File: src/rtl/stopwatch_display_mux.sv
// stopwatch_display_mux
// Drives a 4-digit common-anode 7-segment display (MM.SS) from the stopwatch
// core. Once per scan frame the inputs are captured and converted to BCD by
// a sequential shift-add-3 engine, so a single frame never mixes two counts.
// Optional feature macro: BLINK_ON_PAUSE_EN (blank the display in a blink
// pattern while the stopwatch is paused). Without it, status is ignored.

module stopwatch_display_mux #(
    parameter int REFRESH_DIV  = 50000,
    parameter int BLINK_FRAMES = 64
) (
    input  logic       clk,
    input  logic       rst_n,
    input  logic [7:0] minutes,
    input  logic [5:0] seconds,
    input  logic [1:0] status,
    output logic [6:0] seg_n,
    output logic       dp_n,
    output logic [3:0] an_n,
    output logic       ovf
);

    localparam int               DIV_W     = (REFRESH_DIV > 1) ? $clog2(REFRESH_DIV) : 1;
    localparam logic [DIV_W-1:0] DIV_LAST  = DIV_W'(REFRESH_DIV - 1);
    localparam logic [2:0]       CONV_LAST = 3'd6;

    typedef enum logic [1:0] {
        S_IDLE,
        S_CONV,
        S_LOAD
    } state_t;

    // Scan timing
    logic [DIV_W-1:0] div_q, div_d;
    logic [1:0]       idx_q, idx_d;
    logic             pending_q, pending_d;
    logic             tick;
    logic             frame_wrap;
    logic             snapshot;

    // Conversion FSM
    state_t           state_q, state_d;
    logic [2:0]       iter_q, iter_d;
    logic             start_conv;
    logic             conv_en;
    logic             load_en;

    // Datapath: {tens, units, binary} shift registers and displayed BCD
    logic [14:0]      min_sh_q, min_sh_d;
    logic [14:0]      sec_sh_q, sec_sh_d;
    logic [15:0]      disp_q, disp_d;
    logic             ovf_q, ovf_d;
    logic [6:0]       min_clip;

    // Registered display outputs
    logic [6:0]       seg_n_q, seg_n_d;
    logic             dp_n_q, dp_n_d;
    logic [3:0]       an_n_q, an_n_d;
    logic [3:0]       digit;
    logic             lit;

    // One shift-add-3 step: correct any BCD nibble >= 5, then shift left.
    function automatic logic [14:0] dd_step(input logic [14:0] v);
        logic [14:0] a;
        a = v;
        if (a[10:7] >= 4'd5) begin
            a[10:7] = a[10:7] + 4'd3;
        end
        if (a[14:11] >= 4'd5) begin
            a[14:11] = a[14:11] + 4'd3;
        end
        return {a[13:0], 1'b0};
    endfunction

    // Active-low segment pattern {g,f,e,d,c,b,a}; non-decimal codes are dark.
    function automatic logic [6:0] seg_decode(input logic [3:0] d);
        logic [6:0] s;
        case (d)
            4'd0:    s = 7'h40;
            4'd1:    s = 7'h79;
            4'd2:    s = 7'h24;
            4'd3:    s = 7'h30;
            4'd4:    s = 7'h19;
            4'd5:    s = 7'h12;
            4'd6:    s = 7'h02;
            4'd7:    s = 7'h78;
            4'd8:    s = 7'h00;
            4'd9:    s = 7'h10;
            default: s = 7'h7F;
        endcase
        return s;
    endfunction

    // Refresh divider, digit index and snapshot request generation.
    always_comb begin
        tick       = (div_q == DIV_LAST);
        frame_wrap = tick && (idx_q == 2'd3);
        snapshot   = frame_wrap || pending_q;
        div_d      = tick ? '0 : div_q + 1'b1;
        idx_d      = tick ? idx_q + 2'd1 : idx_q;
        pending_d  = 1'b0;
    end

    // Conversion FSM state register.
    always_ff @(posedge clk) begin
        if (!rst_n) begin
            state_q <= S_IDLE;
        end else begin
            state_q <= state_d;
        end
    end

    // Conversion FSM next state: capture, seven iterations, one load cycle.
    always_comb begin
        state_d = state_q;
        case (state_q)
            S_IDLE:  if (snapshot) state_d = S_CONV;
            S_CONV:  if (iter_q == CONV_LAST) state_d = S_LOAD;
            S_LOAD:  state_d = S_IDLE;
            default: state_d = S_IDLE;
        endcase
    end

    // Conversion FSM outputs.
    always_comb begin
        start_conv = 1'b0;
        conv_en    = 1'b0;
        load_en    = 1'b0;
        case (state_q)
            S_IDLE:  start_conv = snapshot;
            S_CONV:  conv_en    = 1'b1;
            S_LOAD:  load_en    = 1'b1;
            default: ;
        endcase
    end

    // Snapshot capture, shift-add-3 iterations and display register load.
    always_comb begin
        min_clip = (minutes > 8'd99) ? 7'd99 : minutes[6:0];
        min_sh_d = min_sh_q;
        sec_sh_d = sec_sh_q;
        iter_d   = iter_q;
        ovf_d    = ovf_q;
        disp_d   = disp_q;
        if (start_conv) begin
            min_sh_d = {8'd0, min_clip};
            sec_sh_d = {8'd0, 1'b0, seconds};
            ovf_d    = (minutes > 8'd99);
            iter_d   = 3'd0;
        end else if (conv_en) begin
            min_sh_d = dd_step(min_sh_q);
            sec_sh_d = dd_step(sec_sh_q);
            iter_d   = iter_q + 3'd1;
        end else if (load_en) begin
            disp_d = {min_sh_q[14:7], sec_sh_q[14:7]};
        end
    end

`ifdef BLINK_ON_PAUSE_EN
    localparam int                 FRAME_W    = $clog2(BLINK_FRAMES + 1);
    localparam logic [FRAME_W-1:0] FRAME_LAST = FRAME_W'(BLINK_FRAMES - 1);

    logic [FRAME_W-1:0] frame_cnt_q, frame_cnt_d;
    logic               blink_vis_q, blink_vis_d;

    // Blink phase: toggles every BLINK_FRAMES frames while paused, lit otherwise.
    always_comb begin
        frame_cnt_d = frame_cnt_q;
        blink_vis_d = blink_vis_q;
        if (status != 2'b10) begin
            frame_cnt_d = '0;
            blink_vis_d = 1'b1;
        end else if (frame_wrap) begin
            if (frame_cnt_q == FRAME_LAST) begin
                frame_cnt_d = '0;
                blink_vis_d = ~blink_vis_q;
            end else begin
                frame_cnt_d = frame_cnt_q + 1'b1;
            end
        end
    end

    // Blink state registers.
    always_ff @(posedge clk) begin
        if (!rst_n) begin
            frame_cnt_q <= '0;
            blink_vis_q <= 1'b1;
        end else begin
            frame_cnt_q <= frame_cnt_d;
            blink_vis_q <= blink_vis_d;
        end
    end

    // The next-state value is used so leaving PAUSED relights on the next edge.
    assign lit = blink_vis_d;
`else
    logic unused_cfg;
    assign unused_cfg = (^status) ^ (BLINK_FRAMES == 0);
    assign lit        = 1'b1;
`endif

    // Digit select and segment/anode/decimal-point encoding for the next edge.
    always_comb begin
        case (idx_q)
            2'd0:    digit = disp_q[3:0];
            2'd1:    digit = disp_q[7:4];
            2'd2:    digit = disp_q[11:8];
            default: digit = disp_q[15:12];
        endcase
        an_n_d  = ~(4'b0001 << idx_q);
        seg_n_d = seg_decode(digit);
        dp_n_d  = (idx_q != 2'd2);
        if (!lit) begin
            an_n_d  = 4'hF;
            seg_n_d = 7'h7F;
            dp_n_d  = 1'b1;
        end
    end

    // All scan, datapath and output registers; reset leaves a snapshot pending.
    always_ff @(posedge clk) begin
        if (!rst_n) begin
            div_q     <= '0;
            idx_q     <= 2'd0;
            pending_q <= 1'b1;
            iter_q    <= 3'd0;
            min_sh_q  <= '0;
            sec_sh_q  <= '0;
            disp_q    <= '0;
            ovf_q     <= 1'b0;
            seg_n_q   <= 7'h7F;
            dp_n_q    <= 1'b1;
            an_n_q    <= 4'hF;
        end else begin
            div_q     <= div_d;
            idx_q     <= idx_d;
            pending_q <= pending_d;
            iter_q    <= iter_d;
            min_sh_q  <= min_sh_d;
            sec_sh_q  <= sec_sh_d;
            disp_q    <= disp_d;
            ovf_q     <= ovf_d;
            seg_n_q   <= seg_n_d;
            dp_n_q    <= dp_n_d;
            an_n_q    <= an_n_d;
        end
    end

    assign seg_n = seg_n_q;
    assign dp_n  = dp_n_q;
    assign an_n  = an_n_q;
    assign ovf   = ovf_q;

endmodule

File: config.mk
export PLATFORM = sky130hd
export DESIGN_NAME = stopwatch_display_mux
export DESIGN_NICKNAME = d
export VERILOG_FILES = /design/src/rtl/stopwatch_display_mux.sv
export SDC_FILE = /design/constraint.sdc
export NUM_CORES = 1
export LEC_CHECK = 0
export CORE_MARGIN = 3
export CORE_UTILIZATION = 40
export DETAILED_ROUTE_END_ITERATION = 12
export GPL_TIMING_DRIVEN = 0
export MAX_ROUTING_LAYER = met4
export PLACE_DENSITY = 0.67
export SLEW_MARGIN = 20
export SYNTH_ARGS = -nofsm -noshare
export SYNTH_HDL_FRONTEND = slang
export SYNTH_SLANG_ARGS = --single-unit
File: constraint.sdc
create_clock -name clk -period 5.3 [get_ports clk]
set_input_delay 1.325 -clock clk [delete_from_list [all_inputs] [get_ports clk]]
set_output_delay 1.325 -clock clk [all_outputs]
set_load 0.01 [all_outputs]
# --- Word-level counts from Yosys, hierarchy flattened ---
# Memories as Yosys holds them, arrays and structs flattened. A register that Yosys moved wholly into a read port is not among the register bits.
# Cells that the tools add are included.
word_totals:
  n_memories: 1
  out_inout_bits: 13
  romBits: 112
  ff_bits: 76
  input_bits: 18
mem_list:
  columns: ["memory", "depth", "width", "rd", "rd_ports_with_merged_regs", "write_ports", "line", "text"]
  rows:
  - ["(name not given)", 16, 7, 1, 1, 0, "78", "case (d)"]
classes:
  order_cmp: 5
  reduce_logical: 10
  n_eq_ne: 10
  bitwise_logic: 4
  shift: 1
  n_mux: 17
  add_sub_neg: 7
ops:
  columns: ["cell", "count"]
  rows:
  - ["7-bit two-way mux", 3]
  - ["16-bit by 1-bit adder with 16-bit output (second input constant)", 1]
  - ["16-bit == test (second input constant)", 1]
  - ["4-bit by 3-bit greater-or-equal comparator with 1-bit output (second input constant)", 4]
  - ["6-bit two-way mux", 2]
  - ["4-bit case mux with 3 select lines", 1]
  - ["4-bit by 2-bit adder with 4-bit output (second input constant)", 2]
  - ["8-bit by 7-bit > comparator with 1-bit output (second input constant)", 1]
  - ["4-bit two-way mux", 2]
  - ["3-bit by 2-bit adder with 3-bit output (second input constant)", 2]
  - ["2-bit == test (second input constant)", 3]
  - ["3-bit two-way mux", 2]
  - ["2-bit != test (second input constant)", 3]
  - ["2-bit by 1-bit == test with 1-bit output (second input constant)", 2]
  - ["2-bit logical NOT", 2]
  - ["1-bit two-way mux", 4]
  - ["2-bit two-way mux", 2]
  - ["4-bit inverter", 1]
  - ["2-bit case mux with 2 select lines", 1]
  - ["2-bit OR reduction", 2]
  - ["1-bit by 2-bit << shifter with 4-bit output (first input constant)", 1]
  - ["3-bit by 1-bit adder with 3-bit output (second input constant)", 1]
  - ["3-bit == test (second input constant)", 1]
  - ["1-bit inverter", 3]
  - ["7 further kinds", 7]

# --- Longest topological paths before layout ---
# Gate-level depths: netlist of run 1.
depth:
  depth_word: 6
  mapped_depth: 8
  depth_no_buf: 8

# --- Worst setup path before layout of run 1 ---
# OpenSTA, ideal clock, no wires.
synth_path:
  path_type: "reg-to-reg"
  startpoint: "register idx_q[1]"
  endpoint: "register sec_sh_q[4]"
  n_path_buf: 1
  setup_time_ps: 127
  period_less_slack_ps: 2178
  path_stages_with_launch: 8
  required_ps: 5173
  arrival_time_ps: 2051
  path_slack_ps: 3122
  path_cell_list: "dfxtp_1 ha_1 or4b_1 or4_4 a21o_1 buf_6 a221oi_2 nor2_1"
synth_via:
  elab_chain_cells: 5
  word_cells_on_any_way: 6
  cone_classes: "eq/ne (1); mux (2); reduce/logical (3)"
synth_rtl:
  columns: ["item", "line", "text"]
  rows:
  - ["start, declared", "35", "logic [1:0] idx_q, idx_d;"]
  - ["start signal, assigned", "236", "idx_q <= idx_d;"]
  - ["2-bit == test (*)", "97", "frame_wrap = tick && (idx_q == 2'd3);"]
  - ["1-bit logical AND (*)", "97", null]
  - ["1-bit logical OR (*)", "98", "snapshot = frame_wrap || pending_q;"]
  - ["1-bit two-way mux (*)", "129", "case (state_q)"]
  - ["6-bit two-way mux or 2-bit nonzero test (tied branches)", null, null]
  - ["end signal, assigned", "240", "sec_sh_q <= sec_sh_d;"]
  - ["end, declared", "50", "logic [14:0] sec_sh_q, sec_sh_d;"]
# Mark *: on every way between the ends. The rest lies on a longest branch, timed or not.
# A chain may end at the register's enable or synchronous reset.

==> results.tsv, run 1 <==
metric	value	unit
CTS sink count	82	
Core Rows	34	
gp weighted congestion	0.836	
Req. time, crit path	3970	ps
Setup Fix Bufs, Post-CTS	0	
Die Span Y	103	um
Num CTS Buffers	9	
Seq/Total Area, Yosys	0.440	
CP top delay family	buffers and inverters	
slew at the pin closest to its max-slew limit	633	ps
Synth Flop Type	dfxtp_1	
Slew Viols, Final	0	
WS Path Type	register to output pin	
Worst setup EP type	output pin	
DRC	0	
FF+latch count, synth	82	
LEAKAGE	1.65	nW
setup TNS	0	ps
post-synthesis mux area share	0.0275	
vias in the first global route	3006	
XOR/XNOR share of the synthesized area	0.0563	
Net count, final	522	
Worst Path Arrival	1320	ps
gr usage total	0.169	
Synth top area share	0.440	
Congestion Overflow GR	0	
Layout fillers	841	
top-count cell post-synth	dfxtp_1	
PD cells	300	nW/um^2
Total Wirelength	8070	um
synthesized-area fraction occupied by and/or/nand/nor cells	0.214	
cells along the critical path	buf_4 > clkdlybuf4s50_1	
compound-gate portion of the synthesized area	0.149	
Die X-Extent	103	um
Worst-Skew Late Latency	360	ps
HP Class	register to register	
pin count of the biggest net entering global routing	15	
layout cell share with drive strength beyond 1	0.0531	
clock tree buffer depth	2	
Worst-path clk slew	90	ps
cell taking the most area after synthesis	dfxtp_1	
pre-CTS WS	2300	ps
Final Hold Vio Count	0	
WL/cell	13.5	um
Post-synth EDFFs	0	
antenna violations before repair	0	
buffers added on ports	28	
post-DR vias/cell	5.18	
Antenna Violating Nets Remaining	0	
Critical Path Fanout Max	2	
Ys Warns	0	
DP Wirelength	5810	um
final hold slack	459	ps
Worst VDD drop	0.111	mV
Post-synth ARST share	0	
unrepaired setup endpoints after global routing	no	
Die Area	10500	um^2
first-pass GRT wire length	13800	um
post_cts resized	0	
Top Ports	31	
layout overhead on the synthesized area	18.5	%
Syn Std Cell Area	3730	um^2
Startpoint Class	register	
CP peak stage delay	520	ps
Hold Buf Count CTS	0	
detailed router's first-iteration violation count	160	
most frequent cells after synthesis	82 x dfxtp_1, 74 x nand2_1, 51 x nor2_1	
Detailed Routing Iterations Pass 1	5	
f_max	379	MHz
Avg Inst Size Synth	8.37	um^2
Slew headroom	0.566	
skew final	10.4	ps
period utilisation layout	0.498	
initial core utilization	0.420	
max-cap viol count	0	
adder-cell share of the synthesized area	0.0637	
Vias	3096	
Syn Inst Count	446	
H-tree depth	3	
outcome	complete, no violations	
Yosys cell types	45	
CTS root buf	clkbuf_8	
Core Box Area	8890	um^2
worst setup margin	2660	ps
Buf/Inv on CP	2	
Final Critical Period	2640	ps
Diodes inserted	0	
final setup violation count	0	
slowest cell on the critical path	clkdlybuf4s50_1	
CTS tree	yes	
combinational family with the most area after synthesis	simple AND/OR/NAND/NOR gates	
Net Count, Synth	483	
largest cells by area after synthesis	dfxtp_1 44%, nand2_1 7.4%, ha_1 6.4%	
stage by stage:
step | instance area [um^2] | power (mW) | instances | util
floorplan | 3730 | 0.699 | 446 | -
global placement | 4150 | 0.735 | 582 | 0.467
detailed placement | 4150 | 0.736 | 582 | 0.467
CTS | 4420 | 1.34 | 598 | 0.498
global route | 4420 | 1.37 | 598 | 0.498
finish | 4420 | 1.33 | 598 | 0.498
path summary, 6_finish.rpt:
path	slack, ps	end	cells after the start	startpoint
setup / recovery	2660	an_n[2]	2	dp_n
hold / removal	460	disp_q[12]	2	disp_q[12]
setup reg to reg	2890	iter_q[1]	7	idx_q[1]
hold reg to reg	460	disp_q[12]	2	disp_q[12]
registers in the layout, indices dropped and copies added, names as in the netlist:
name / flops
disp_q: 16
div_q: 16
min_sh_q: 15
sec_sh_q: 15
seg_n: 7
an_n: 3
iter_q: 3
idx_q: 2
state_q: 2
dp_n: 1
ovf: 1
pending_q: 1
logic make-up after synthesis:
family,count (synthesis)
AND/OR/NAND/NOR,176
AO/OA/AOI/OAI,91
flip-flops,82
buffers and inverters,44
XOR/XNOR,24
adder cells (fa/ha/maj),19
multiplexers,10
layout by cell type (no fill, tap or decap), types with 3 or more instances in the layout:
cell and instances:
dfxtp_1 82, nand2_1 74, nor2_1 51, a21oi_1 42
clkdlybuf4s50_1 28, o21ai_0 20, inv_1 19, ha_1 19
clkbuf_1 18, xnor2_1 13, nand3_1 13, xor2_1 11
clkbuf_8 10, mux2i_1 8, nand2b_1 7, and3_1 7
a22oi_1 5, a221oi_1 5, a222oi_1 4, nor2b_1 4
nor3_1 4, a31oi_1 4, bufinv_16 4, buf_4 3
and2_1 3
power breakdown:
part	switching (mW)	internal, mW	leakage, nW
Combinational	0.0477	0.0363	0.845
Sequential	0.00843	0.629	0.667
Clock	0.229	0.375	0.133
worst register-to-register path: cells and delay by family (launching register included):
kind	cells	cell delay, ps
AOI/OAI and AO/OA	2	470
buffers and inverters	1	180
DFF	1	390
adders and majority gates	1	190
and+or+nand+nor	3	1050
layer usage:
layer | track usage | wire length (um) | up-vias
met5 | - | 0 | -
met1 | 0.216 | 3840 | 1438
li1 | - | - | 1587
met4 | 0.0505 | 80 | 0
met2 | 0.261 | 3830 | 64
met3 | 0.0480 | 320 | 7
area by class of cell:
type                       instances  area, um^2  area share
buffer                            25         114      0.0257
clock buffer                      10         138      0.0311
clock inverter                     6         136      0.0308
inverter                          19        71.3      0.0161
multi-input combinational        320        1910       0.431
sequential                        82        1640       0.371
tap                              108         135      0.0305
timing repair buffer              28         280      0.0633
Power figures use the tool's default switching activity.
==> inputs of run 2 (changes only) <==
Settings changed: PLACE_DENSITY 0.67 to 0.69.
Clock period 5.3 ns to 2.4 ns, I/O delays scaled along.
==> run 2 against run 1 <==
  * Global-route usage is 1.0 points lower
  * Routed wire length is 0.72% higher
  * Count of clock-buffer cells in the layout shrank 1
  * Sequential share of layout area decreased by 0.61 points
  * Critical path depth up 5
  * First-iteration DRC count rose by 28%
  * Setup slack got worse by 2600 ps
  * Combinational power grew 150%
  * Clock power is 89% higher
  * Core utilization grew 0.98 points
  * Non-clock buffer count up 6
  * Hold slack barely moved
  * Critical path type is now register to register
  * Largest cell class unchanged
==> results.tsv, run 2 (synthesis gave the netlist of run 1 again) <==
metric	value	unit
outcome	complete, no violations	
most common cell after layout, fill and taps aside	dfxtp_1	
initial core utilization	0.420	
cells along the critical path	ha_4 > or4b_4 > or4_4 > a21o_4 > buf_8 > a221oi_2 > nor2_1	
reg2reg setup slack	40	ps
Layout fillers	837	
Diodes inserted	0	
Startpoint Class	register	
Slew headroom	0.602	
pre-CTS WS	-28.5	ps
first-pass GRT wire length	12900	um
layout overhead on the synthesized area	20.8	%
worst setup margin	41.6	ps
Num CTS Buffers	9	
antenna violations before repair	0	
Req. time, crit path	2640	ps
commonest non-fill, non-tap cells in the layout	80 x dfxtp_1, 73 x nand2_1, 51 x nor2_1	
Core Box Area	8890	um^2
Die X-Extent	103	um
Final Hold Vio Count	0	
LEAKAGE	1.69	nW
Pint	2.09	mW
HP Class	register to register	
CTS root buf	clkbuf_8	
CP top delay family	simple AND/OR/NAND/NOR gates	
final setup violation count	0	
combinational cell fraction of total power	0.076	
PD cells	612	nW/um^2
f_max	424	MHz
Antenna Violating Nets Remaining	0	
Slew Viols, Final	0	
Die Span Y	103	um
gr usage total	0.159	
R2R Path End	sec_sh_q[4]	
gp weighted congestion	0.821	
r2r startpoint	idx_q[0]	
Total Wirelength	8130	um
pin count of the biggest net entering global routing	17	
detailed router's first-iteration violation count	204	
unrepaired setup endpoints after global routing	yes	
Worst setup EP type	register	
Hold Path Origin	disp_q[6]	
buffers added on ports	28	
DP Wirelength	5610	um
max-cap viol count	0	
Worst VDD drop	0.376	mV
Hold Crit Depth	2	
Critical Path Fanout Max	6	
Core Rows	34	
post-DR vias/cell	5.22	
switching share of total power	0.243	
final hold slack	458	ps
CTS tree	yes	
clock tree buffer depth	2	
Die Area	10500	um^2
H-tree depth	3	
CTS sink count	82	
Detailed Routing Iterations Pass 1	5	
vias in the first global route	2836	
WS Path Type	register to register	
Psw	0.672	mW
Worst Path Arrival	2600	ps
skew final	10.3	ps
top flop regs	disp_q (16), div_q (16)	
Worst-path clk slew	90	ps
Buf/Inv on CP	1	
slowest cell on the critical path	or4_4	
Worst-Skew Late Latency	360	ps
DRC	0	
layout cell share with drive strength beyond 1	0.0827	
CP peak stage delay	580	ps
Top Ports	31	
R2R cell count	7	
Hold Crit Endpoint	disp_q[6]	
part of the power in registers	0.510	
slew at the pin closest to its max-slew limit	596	ps
Final Critical Period	2360	ps
Vias	3153	
period utilisation layout	0.983	
clock network power share	0.415	
WL/cell	13.5	um
Net count, final	528	
Congestion Overflow GR	0	
-- run 2: cell count changes in the layout (fill, tap and decap cells not counted), moves of 2 or more --
cell / delta
buf_4: +3
dfxtp_1: -2
bufinv_16: -2
buf_8: +2
inv_6: +2
-- run 2: repair_timing --
action	4_1_cts	5_1_grt
cloned	0	2
setup buffers	0	4
pin swaps	0	5
setup endpoints to repair	20	21
hold buffers	0	0
gates resized for setup	3	17
-- run 2: worst max-delay path by stage --
stage	start	end	slack, ps	cells past startpoint
after floorplan	idx_q[1]	sec_sh_q[4]	220	7
after global placement	idx_q[1]	iter_q[1]	-7	7
after detailed placement	idx_q[1]	iter_q[1]	-30	7
after CTS	div_q[7]	iter_q[1]	9	6
after global routing	idx_q[0]	sec_sh_q[4]	-50	7
final	idx_q[0]	sec_sh_q[4]	40	7
-- run 2: cell type report --
class,count,area (um^2),area share
buffer,25,130,0.0288
sequential,82,1650,0.365
clock buffer,9,124,0.0275
inverter,19,71.3,0.0158
tap,108,135,0.0300
clock inverter,7,106,0.0236
multi-input combinational,320,1960,0.433
timing repair buffer,34,343,0.0760
-- run 2: layer usage --
metal | global-route usage | part of all wire | wire, um
met3 | 0.0413 | 0.057 | 462
met2 | 0.239 | 0.47 | 3790
met1 | 0.211 | 0.47 | 3790
met4 | 0.0444 | 0.011 | 87
met5 | - | 0 | 0
-- run 2: stage by stage --
stage / instance area (um^2) / utilization / setup TNS, ps / std cells / power [mW]
2_1_floorplan: 3730 / - / 0 / 446 / 1.54
3_3_place_gp: 4150 / 0.467 / -7.18 / 582 / 1.62
3_5_place_dp: 4150 / 0.467 / -84.0 / 582 / 1.63
4_1_cts: 4390 / 0.494 / 0 / 598 / 2.77
5_1_grt: 4510 / 0.507 / -316 / 604 / 2.87
6_report: 4510 / 0.507 / 0 / 604 / 2.76
-- run 2: power groups by stage --
stage / sequential, mW / combinational [mW] / clock, mW
after CTS: 1.41 / 0.188 / 1.17
after global placement: 1.44 / 0.182 / 0
after detailed placement: 1.44 / 0.185 / 0
final: 1.41 / 0.209 / 1.14
after global routing: 1.41 / 0.228 / 1.23
after floorplan: 1.44 / 0.103 / 0
-- run 2: worst reg2reg max path, stage by stage, from the launching register on --
cell	delay [ps]
dfxtp_2	370
ha_4	140
or4b_4	440
or4_4	580
a21o_4	280
buf_8	130
a221oi_2	220
nor2_1	70
==> inputs of run 3 (changes only) <==
Settings changed: GPL_TIMING_DRIVEN 0 to not set.
==> run 3 against run 2 <==
  * Die area unchanged
  * Clock power down 11%
  * Routed wire length down 4.1%
  * Register-to-register slack about the same
  * Largest power group unchanged
  * Largest cell class unchanged
  * Hold slack about the same
==> results.tsv, run 3 (synthesis gave the netlist of run 1 again) <==
metric	value	unit
outcome	complete, no violations	
Buf/Inv on CP	1	
layout overhead on the synthesized area	18.5	%
Top Ports	31	
WL/cell	13.3	um
Slew headroom	0.596	
PD cells	593	nW/um^2
Hold Path Origin	disp_q[13]	
Startpoint Class	register	
pre-CTS WS	46.7	ps
Die Area	10500	um^2
pin count of the biggest net entering global routing	21	
R2R Path End	iter_q[1]	
Psw	0.652	mW
LEAKAGE	1.67	nW
worst setup margin	48.3	ps
Req. time, crit path	2640	ps
Net count, final	512	
Critical Path Fanout Max	10	
post-DR vias/cell	5.28	
vias in the first global route	3024	
combinational cell fraction of total power	0.074	
detailed router's first-iteration violation count	159	
CTS sink count	82	
max-cap viol count	0	
crit path to	iter_q[1]	
layout cell share with drive strength beyond 1	0.0938	
Worst-Skew Late Latency	350	ps
total number of cells along the worst setup path	7	
clock tree buffer depth	2	
antenna violations before repair	0	
Diodes inserted	0	
commonest non-fill, non-tap cells in the layout	80 x dfxtp_1, 73 x nand2_1, 51 x nor2_1	
cells along the critical path	ha_2 > or4b_1 > or4_4 > a211o_4 > nand2_4 > buf_12 > a211oi_1	
clock network power share	0.388	
CTS root buf	clkbuf_8	
Die Span Y	103	um
R2R cell count	7	
first-pass GRT wire length	13000	um
final setup violation count	0	
reg2reg setup slack	50	ps
design area	4430	um^2
slew at the pin closest to its max-slew limit	594	ps
most common cell after layout, fill and taps aside	dfxtp_1	
switching share of total power	0.248	
top flop regs	disp_q (16), div_q (16)	
part of the power in registers	0.538	
HP Class	register to register	
CTS tree	yes	
Slew Viols, Final	0	
initial core utilization	0.420	
skew final	9.33	ps
Pint	1.97	mW
Core Box Area	8890	um^2
gp weighted congestion	0.800	
dpl cell area	4140	um^2
Antenna Violating Nets Remaining	0	
f_max	425	MHz
Worst Path Arrival	2590	ps
gr usage total	0.156	
Congestion Overflow GR	0	
Layout fillers	864	
CP startpoint	idx_q[0]	
DRC	0	
unrepaired setup endpoints after global routing	yes	
CP peak stage delay	580	ps
DP Wirelength	5270	um
Final Hold Vio Count	0	
Worst-path clk slew	80	ps
Worst setup EP type	register	
Worst VDD drop	0.385	mV
H-tree depth	3	
period utilisation layout	0.980	
r2r startpoint	idx_q[0]	
final hold slack	459	ps
buffers added on ports	28	
Vias	3104	
Die X-Extent	103	um
Final Critical Period	2350	ps
Total Wirelength	7800	um
WS Path Type	register to register	
Detailed Routing Iterations Pass 1	7	
Num CTS Buffers	9	
slowest cell on the critical path	or4_4	
Core Rows	34	
CP top delay family	simple AND/OR/NAND/NOR gates	
run 3: power by group through the flow:
stage	Sequential [mW]	Combinational, mW	Clock, mW
4_1_cts	1.41	0.180	1.04
6_report	1.41	0.194	1.02
3_3_place_gp	1.44	0.175	0
3_5_place_dp	1.44	0.180	0
2_1_floorplan	1.44	0.103	0
5_1_grt	1.42	0.215	1.10
run 3: worst min path at each step:
stage                 endpoint  slack (ps)  cells past startpoint
finish              disp_q[13]         460                      2
floorplan             div_q[0]         430                      1
global route        disp_q[10]         480                      2
global placement    disp_q[12]         440                      2
CTS                 disp_q[13]         460                      2
detailed placement    div_q[0]         450                      1
run 3: routing by layer:
layer | share of wire | global-route usage
met1 | 0.47 | 0.185
met2 | 0.48 | 0.261
met3 | 0.040 | 0.0386
met4 | 0.011 | 0.0525
met5 | 0 | -
run 3: what timing repair did:
item	in CTS	in global routing
hold buffers	0	0
endpoints found under the setup margin	0	25
setup buffers	0	1
gates resized for setup	0	12
run 3: through the flow:
| step | total power, mW | util | std cells | setup TNS, ps |
|---|---|---|---|---|
| final | 2.62 | 0.498 | 588 | 0 |
| after detailed placement | 1.62 | 0.466 | 569 | 0 |
| after global routing | 2.73 | 0.498 | 588 | -269 |
| after CTS | 2.63 | 0.488 | 585 | 0 |
| after floorplan | 1.54 | - | 446 | 0 |
| after global placement | 1.62 | 0.466 | 569 | 0 |
run 3: worst register-to-register path: cells and delay by family, from the launching register on:
| family | cells | cell delay [ps] |
|---|---|---|
| compound gates | 2 | 440 |
| simple gates | 3 | 1140 |
| fa+ha+maj | 1 | 170 |
| buf+inv | 1 | 140 |
| flops | 1 | 340 |
run 3: cell type report:
| cell class | count | area, um^2 | share of cell area |
|---|---|---|---|
| Tap cell | 108 | 135 | 0.0305 |
| Clock inverter | 7 | 76.3 | 0.0172 |
| Clock buffer | 9 | 124 | 0.0280 |
| Multi-Input combinational cell | 320 | 1950 | 0.440 |
| Sequential cell | 82 | 1640 | 0.371 |
| Timing Repair Buffer | 43 | 427 | 0.0964 |
| Inverter | 19 | 71.3 | 0.0161 |
